==> config.mk <==
export PLATFORM = sky130hd
export DESIGN_NAME = rom_download_packer
export DESIGN_NICKNAME = d
export VERILOG_FILES = /design/src/rtl/rom_download_packer.sv
export SDC_FILE = /design/constraint.sdc
export NUM_CORES = 1
export LEC_CHECK = 0
export ABC_AREA = 1
export CORE_MARGIN = 4
export CORE_UTILIZATION = 38
export CTS_CLUSTER_DIAMETER = 100
export DETAILED_ROUTE_END_ITERATION = 8
export HOLD_SLACK_MARGIN = 0.06
export PLACE_DENSITY_LB_ADDON = 0.1
export SYNTH_ARGS = -nofsm -noshare
export SYNTH_HDL_FRONTEND = slang
export SYNTH_SLANG_ARGS = --single-unit
==> constraint.sdc <==
create_clock -name clk -period 10.6 [get_ports clk]
set_input_delay 1.06 -clock clk [delete_from_list [all_inputs] [get_ports clk]]
set_output_delay 1.06 -clock clk [all_outputs]
set_load 0.01 [all_outputs]
==> src/rtl/rom_download_packer.sv <==
// rom_download_packer: packs the HPS ioctl byte stream into little-endian
// 32-bit words and writes them to SDRAM over a req/ack port. A small word
// FIFO absorbs SDRAM latency, and ioctl_wait holds the HPS off as it fills.
module rom_download_packer #(
  parameter logic [22:0] BASE_ADDR  = '0,
  parameter int unsigned FIFO_DEPTH = 4
) (
  input  logic        clk,
  input  logic        reset_n,
  input  logic        ioctl_download,
  input  logic        ioctl_wr,
  input  logic [19:0] ioctl_addr,
  input  logic [7:0]  ioctl_data,
  output logic        ioctl_wait,
  output logic [22:0] sdram_addr,
  output logic [31:0] sdram_data,
  output logic        sdram_we,
  output logic        sdram_req,
  input  logic        sdram_ack,
  output logic        busy,
  output logic        done,
  output logic        overflow
);

  localparam int unsigned   PW     = $clog2(FIFO_DEPTH);
  localparam logic [PW:0]   C_FULL = (PW+1)'(FIFO_DEPTH);
  // One slot of headroom: the HPS may send one more byte after ioctl_wait rises.
  localparam logic [PW:0]   C_HIGH = (PW+1)'(FIFO_DEPTH - 1);
  localparam logic [PW:0]   C_ONE  = (PW+1)'(1);
  localparam logic [PW-1:0] C_PONE = PW'(1);

  localparam logic [1:0] S_IDLE  = 2'd0;
  localparam logic [1:0] S_LOAD  = 2'd1;
  localparam logic [1:0] S_FLUSH = 2'd2;
  localparam logic [1:0] S_DONE  = 2'd3;

  logic [1:0]    r_state, w_state_n;
  logic          r_pend_valid, w_pend_valid_n;
  logic [17:0]   r_pend_word, w_pend_word_n;
  logic [31:0]   r_pend_data, w_pend_data_n;
  logic [22:0]   r_mem_addr [FIFO_DEPTH];
  logic [31:0]   r_mem_data [FIFO_DEPTH];
  logic [PW-1:0] r_wptr, r_rptr;
  logic [PW:0]   r_count, w_count_n;
  logic          r_wait, r_overflow;

  logic          w_wr, w_same, w_full, w_empty, w_pop;
  logic [17:0]   w_word;
  logic [1:0]    w_lane;
  logic [31:0]   w_byte_word, w_lane_mask, w_merged;
  logic          w_push, w_push_ok;
  logic [17:0]   w_push_word;
  logic [31:0]   w_push_data;
  logic [22:0]   w_push_addr;

  assign w_wr        = ioctl_download & ioctl_wr;
  assign w_word      = ioctl_addr[19:2];
  assign w_lane      = ioctl_addr[1:0];
  assign w_byte_word = {24'h0, ioctl_data} << {w_lane, 3'b000};
  assign w_lane_mask = 32'h0000_00FF << {w_lane, 3'b000};
  assign w_merged    = (r_pend_data & ~w_lane_mask) | w_byte_word;
  assign w_same      = r_pend_valid && (r_pend_word == w_word);
  assign w_full      = (r_count == C_FULL);
  assign w_empty     = (r_count == '0);
  assign w_pop       = sdram_ack & ~w_empty;
  // A pop on the same edge frees the slot being written, so a full FIFO still accepts.
  assign w_push_ok   = w_push & (~w_full | w_pop);
  assign w_push_addr = BASE_ADDR + {5'h0, w_push_word};

  // Packer: merge bytes into the pending word and decide what gets pushed
  always_comb begin
    w_push         = 1'b0;
    w_push_word    = r_pend_word;
    w_push_data    = r_pend_data;
    w_pend_valid_n = r_pend_valid;
    w_pend_word_n  = r_pend_word;
    w_pend_data_n  = r_pend_data;
    if (w_wr) begin
      if (w_same) begin
        if (w_lane == 2'd3) begin
          w_push         = 1'b1;
          w_push_data    = w_merged;
          w_pend_valid_n = 1'b0;
          w_pend_data_n  = '0;
        end else begin
          w_pend_data_n  = w_merged;
        end
      end else begin
        w_pend_valid_n = 1'b1;
        w_pend_word_n  = w_word;
        w_pend_data_n  = w_byte_word;
        // Only one push per edge: a lane-3 byte that also displaces an older
        // pending word stays pending and goes out with the next push.
        if (r_pend_valid) begin
          w_push = 1'b1;
        end else if (w_lane == 2'd3) begin
          w_push         = 1'b1;
          w_push_word    = w_word;
          w_push_data    = w_byte_word;
          w_pend_valid_n = 1'b0;
          w_pend_data_n  = '0;
        end
      end
    end else if (r_state == S_FLUSH && !ioctl_download && r_pend_valid &&
                 (!w_full || w_pop)) begin
      w_push         = 1'b1;
      w_pend_valid_n = 1'b0;
      w_pend_data_n  = '0;
    end
  end

  // Download sequencing: IDLE -> LOAD -> FLUSH -> DONE, re-entering LOAD if re-asserted
  always_comb begin
    w_state_n = r_state;
    case (r_state)
      S_IDLE:  if (ioctl_download) w_state_n = S_LOAD;
      S_LOAD:  if (!ioctl_download) w_state_n = S_FLUSH;
      S_FLUSH: begin
        if (w_empty) begin
          if (ioctl_download)     w_state_n = S_LOAD;
          else if (!r_pend_valid) w_state_n = S_DONE;
        end
      end
      S_DONE:  w_state_n = S_IDLE;
      default: w_state_n = S_IDLE;
    endcase
  end

  // FIFO occupancy after this edge's push and pop
  always_comb begin
    w_count_n = r_count;
    if (w_push_ok && !w_pop)      w_count_n = r_count + C_ONE;
    else if (!w_push_ok && w_pop) w_count_n = r_count - C_ONE;
  end

  // FIFO storage; contents are only visible through a nonzero count
  always_ff @(posedge clk) begin
    if (w_push_ok) begin
      r_mem_addr[r_wptr] <= w_push_addr;
      r_mem_data[r_wptr] <= w_push_data;
    end
  end

  // Packer, FIFO pointers, state and status flags
  always_ff @(posedge clk) begin
    if (!reset_n) begin
      r_state      <= S_IDLE;
      r_pend_valid <= 1'b0;
      r_pend_word  <= '0;
      r_pend_data  <= '0;
      r_wptr       <= '0;
      r_rptr       <= '0;
      r_count      <= '0;
      r_wait       <= 1'b0;
      r_overflow   <= 1'b0;
    end else begin
      r_state      <= w_state_n;
      r_pend_valid <= w_pend_valid_n;
      r_pend_word  <= w_pend_word_n;
      r_pend_data  <= w_pend_data_n;
      r_count      <= w_count_n;
      if (w_push_ok) r_wptr <= r_wptr + C_PONE;
      if (w_pop)     r_rptr <= r_rptr + C_PONE;
      r_wait       <= (w_count_n >= C_HIGH);
      if (w_push && !w_push_ok)
        r_overflow <= 1'b1;
      else if (r_state == S_IDLE && ioctl_download)
        r_overflow <= 1'b0;
    end
  end

  assign sdram_req  = ~w_empty;
  assign sdram_we   = sdram_req;
  assign sdram_addr = sdram_req ? r_mem_addr[r_rptr] : '0;
  assign sdram_data = sdram_req ? r_mem_data[r_rptr] : '0;
  assign ioctl_wait = r_wait;
  assign busy       = r_pend_valid | ~w_empty;
  assign done       = (r_state == S_DONE);
  assign overflow   = r_overflow;

endmodule

=== Word-level counts from Yosys, hierarchy flattened ===
Memory sizes are Yosys's and may differ from the RTL's. A register that Yosys moved wholly into a read port is not among the register bits.
Index checks and enable logic that the tools add are counted.

* Bits in registers: 62
* RAM bits: 200
* Logic and storage cells: 104
* Memories kept: 2

{| class="wikitable"
|+ Memories
! name !! depth !! width !! rd ports !! clocked after memory_dff !! write ports !! RTL line !! source
|-
| r_mem_data || 4 || 32 || 1 || 1 || 1 || 42 || <nowiki>logic [31:0] r_mem_data [FIFO_DEPTH];</nowiki>
|-
| r_mem_addr || 4 || 18 || 1 || 1 || 1 || 41 || <nowiki>logic [22:0] r_mem_addr [FIFO_DEPTH];</nowiki>
|}

* $add $sub $neg: 4
* Order comparisons: 1
* Equal/unequal tests: 11
* Shifts and indexed selects: 2
* Muxes and demuxes: 44
* Bitwise gates (word level): 11
* Reduce and logical (&&, ||, !) cells: 20

{| class="wikitable"
|+ Operators with widths
! kind !! number
|-
| two-way mux 32 bit || 12
|-
| two-way mux 18 bit || 4
|-
| AND 32 bit || 1
|-
| inverter 32 bit || 1
|-
| OR 32 bit || 1
|-
| << shifter 8 x 5 -> 32 bit || 1
|-
| << shifter 8 x 5 -> 32 bit (first input constant) || 1
|-
| two-way mux 23 bit || 1
|-
| equality test 18 bit || 1
|-
| two-way mux 2 bit || 9
|-
| two-way mux 1 bit || 15
|-
| logical AND 1 bit || 8
|-
| case mux 2 bit (4 select lines) || 1
|-
| equality test 2 bit (second input constant) || 3
|-
| two-way mux 3 bit || 2
|-
| inequality test 2 bit (second input constant) || 3
|-
| adder 2 x 1 -> 2 bit (second input constant) || 2
|-
| zero test 1 bit || 4
|-
| AND reduction 2 bit || 2
|-
| AND reduction 4 bit || 1
|-
| nonzero test 2 bit || 2
|-
| adder 3 x 1 -> 3 bit (second input constant) || 1
|-
| AND 1 bit || 3
|-
| equality test 3 bit (second input constant) || 1
|-
| other kinds (10) || 13
|}

=== Logic depth before layout (Yosys ltp) ===
* Word-level depth: 13
* Depth in mapped cells: 17

=== Worst setup path after synthesis ===
OpenSTA, ideal clock, no wires.

* Path kind: input to register
* Start: input port ioctl_addr[11]
* End: memory r_mem_addr[0][0] (netlist name), enable pin
* Setup time: 458 ps
* Arrival: 3971 ps
* Data required time: 10142 ps
* Setup slack: 6171 ps
* Cell stages on the path: 8
* Cells stage by stage: or2_0 -> nand4_1 -> nor2_1 -> nand3_2 -> nand2_4 -> nand3_4 -> nand3_1 -> nor2_1

* Cells in the longest elaborated chain, start to end: 7

{| class="wikitable"
|+ Ends and longest elaborated chain
! element !! RTL line !! source
|-
| from (decl) || 12 || <nowiki>input logic [19:0] ioctl_addr,</nowiki>
|-
| equality test 18 bit || 62 || <nowiki>assign w_same = r_pend_valid && (r_pend_word == w_word);</nowiki>
|-
| logical AND 1 bit || 62 ||
|-
| two-way mux 1 bit || 79 || <nowiki>if (w_same) begin</nowiki>
|-
| two-way mux 1 bit || 78 || <nowiki>if (w_wr) begin</nowiki>
|-
| AND 1 bit || 67 || <nowiki>assign w_push_ok = w_push & (~w_full | w_pop);</nowiki>
|-
| two-way mux 1 bit || 138 || <nowiki>if (w_push_ok) begin</nowiki>
|-
| two-way mux 1 bit (implied by the code) || 139 || <nowiki>r_mem_addr[r_wptr] <= w_push_addr;</nowiki>
|-
| to (decl) || 41 ||
|}

No other way between the ends.

==> metrics.yaml <==
crit_top_cell: "buf_4"
crit_fanout: 100
rrSetupSlack_ps: 7540
numCtsBuffers: 29
cp_cell_sequence: "buf_4, clkinv_2, buf_4, o21ai_0, a21oi_1, clkdlybuf4s50_1"
tritoncts: "done"
grt_overflow: 0
num_rows: 63
p_clk_share_pct: 35.6
antenna_found_initial: 0
vias_per_cell: 4.87
vias: 8022
clockBufferDepth: 3
ys_top_cells_by_area: "edfxtp_1 (52%), dfxtp_1 (11%), nor2_1 (8.4%)"
syn-cell-area_sq_um: 11500
arrival_ps: 3420
crit_path_max_incr_delay_ps: 730
yosys_warnings: 0
start_kind: "register"
root_buffer: "clkbuf_16"
setup_viol: 0
cts_sinks: 264
drt-initial-drc-count: 537
die_h_microns: 182
syn2layout_area_growth_pct: 18.5
async_flop_share_pct: 0
path_buf_inv: 4
dieArea_sq_um: 33000
clk_pin_slew_worst_paths_ps: 60
max_slew.worst_pin.slew_ps: 1140
ys_types: 41
grt_max_degree: 101
slew_viol_final: 0
max_slew_margin_pct: 23.7
nFillCells: 2845
switching_share_pct: 27.6
worst_ep_required_time_ps: 9540
drc: 0
drv_cap: 0
post_route_cells_drive_above_1_share_pct: 8.35
syn_avg_cell_area_sq_um: 9.84
post_cts_buffers: 0
timing.fmax_mhz: 223
stdcell_area_sq_um: 13600
powerDensity_nw_per_um2: 196
report.final.hold_viol_count: 0
avgRoutedWirePerCell_microns: 16.6
intPower_mw: 1.93
dpl_cell_area_sq_um: 12700
hold_buffers: 0
run_status: "complete, no violations"
finalCriticalPeriod_ps: 4480
fin_tns_setup_ps: 0
yosysTopAreaCell: "edfxtp_1"
p_seq_share_pct: 44.4
p_switching_mw: 0.735
critPathTopFamily: "buffers and inverters"
dr.pass1.iters: 6
critPathCaptureType: "primary output"
ant_nets: 0
wirelength_mm: 27.3
cts_resized: 0
ctsHtreeMaxLevel: 1
clk_latency_ps: 540
grt_pass1_wl_mm: 43.4
syn_inst: 1165
rsz0062_at_grt: "no"
ys.flop_type: "edfxtp_1"
nets: 1274
ir_drop_mv: 0.0985
combPwrFrac_pct: 20.0
start_util_pct: 38.6
synth_seq_cells: 264
synth_top_area_share_pct: 52.4
fin_crit_sh_pct: 42.3
fp.dieW_microns: 182
grt_pass1_vias: 7872
io_buffers: 88
worst_clock_skew_ps: 15.7
core_area_sq_um: 29700
grt_usage_pct: 16.2
antenna_cells: 0
num_io_pins: 94
critPathKind: "reg -> out"
crit_slowest_cell: "buf_4"
total_leakage_power_nw: 4.86
dpl.hpwl_mm: 16.0
ys_seq_area_share_pct: 63.6
hold_path.class: "reg -> reg"
synth-edff-count: 200
gp_congestion: 0.774
[state kept, by name, indices dropped and copies added (netlist names), named ones only]
signal and flops:
r_state 2, r_rptr 2, r_wptr 2, r_count 3, overflow 1, r_pend_word 18, ioctl_wait 1, r_mem_data 128
r_pend_valid 1, r_pend_data 32, r_mem_addr 72
[path summary, 6_finish.rpt]
| kind | cells after the start | to | from |
|---|---|---|---|
| worst max-delay path | 6 | sdram_data[4] | register |
| worst min register to register | 2 | r_pend_data[11]$_SDFFE_PN0P_ | r_pend_data[11]$_SDFFE_PN0P_ |
| worst min-delay path | 2 | r_pend_data[11]$_SDFFE_PN0P_ | r_pend_data[11]$_SDFFE_PN0P_ |
| worst max register to register | 7 | r_mem_data[1][28]$_DFFE_PP_ | r_pend_valid$_SDFFE_PN0P_ |
[worst register-to-register path, cell delays in order, from the launching register on]
cell and delay, ps:
dfxtp_1 480, inv_1 180, nor2_1 220, nand2_1 90, nand2_2 320, nand3_1 500, nor2_4 200, buf_4 660
[power by group through the flow]
stage               Combinational (mW)  Sequential, mW  Clock, mW
finish                           0.532            1.18      0.949
global route                     0.593            1.19       1.02
CTS                              0.545            1.18      0.977
detailed placement               0.543            1.20          0
global placement                 0.543            1.20          0
floorplan                        0.303            1.19          0
[placed cells by master, fill, tap and decap left out, types with 3 or more instances in the layout]
cell / count
nand2_4: 4
a211oi_2: 8
a21oi_1: 102
ha_1: 7
inv_1: 88
nand2_1: 133
buf_4: 10
a22oi_2: 4
nor2_4: 7
clkbuf_16: 29
nor2_1: 251
clkinv_2: 6
o21ai_0: 152
clkbuf_1: 13
nor2_2: 6
clkbuf_8: 4
xor2_1: 3
conb_1: 5
edfxtp_1: 200
o21ai_4: 3
nand3_1: 28
dfxtp_1: 62
nand2_2: 4
inv_2: 10
clkdlybuf4s50_1: 88
o21ai_1: 5
[Yosys cell counts (2+ instances only)]
cell and number:
a211oi_2 8, a21oi_1 102, a22oi_2 4, a31oi_1 2, a32oi_1 2, buf_1 7, buf_2 6, buf_4 8
clkbuf_1 42, clkinv_1 2, dfxtp_1 64, edfxtp_1 200, ha_1 7, inv_1 88, inv_2 10, nand2_1 133
nand2_2 4, nand2_4 4, nand3_1 28, nand4_1 2, nor2_1 256, nor2_2 6, nor2_4 2, o21ai_0 152
o21ai_1 5, o21ai_4 3, xnor2_1 2, xor2_1 3
[stage by stage]
| step | util [%] | power [mW] | hold WS [ps] | std cells | worst slack, ps |
|---|---|---|---|---|---|
| after floorplan | - | 1.49 | 439 | 1169 | 6170 |
| after global placement | 42.7 | 1.75 | 449 | 1593 | 6490 |
| after detailed placement | 42.7 | 1.75 | 454 | 1593 | 6430 |
| after CTS | 45.7 | 2.71 | 463 | 1647 | 6030 |
| after global routing | 45.7 | 2.80 | 490 | 1647 | 5780 |
| final | 45.7 | 2.66 | 461 | 1647 | 6120 |
[area by class of cell]
type / count / area, sq um / share of cell area (%)
clock inverter: 8 / 67.6 / 0.497
multi-input combinational: 741 / 3570 / 26.3
clock buffer: 46 / 830 / 6.11
sequential: 264 / 7290 / 53.7
tap: 390 / 488 / 3.59
inverter: 100 / 377 / 2.77
timing repair buffer: 98 / 956 / 7.04
[metal layers]
metal  vias up  routed length [microns]  global-route usage, %
met5         -                        0                      0
met4         0                      258                   2.76
met3        20                      885                   2.22
met2       122                    13100                   27.5
met1      3821                    13000                   22.7
li1       4059                        -                      -
[logic make-up (layout without fill, tap and decap cells)]
group                      after synthesis  after routing  share of synthesized area (%)
and+or+nand+nor                        443            443                           16.0
AOI/OAI and AO/OA                      281            281                           13.5
DFF                                    264            264                           63.6
buffers and inverters                  164            252                           5.76
adders and majority gates                7              7                          0.764
xor gates and xnor gates                 5              5                          0.382
other                                    1              5                         0.0327
(Power assumes the default switching activity.)
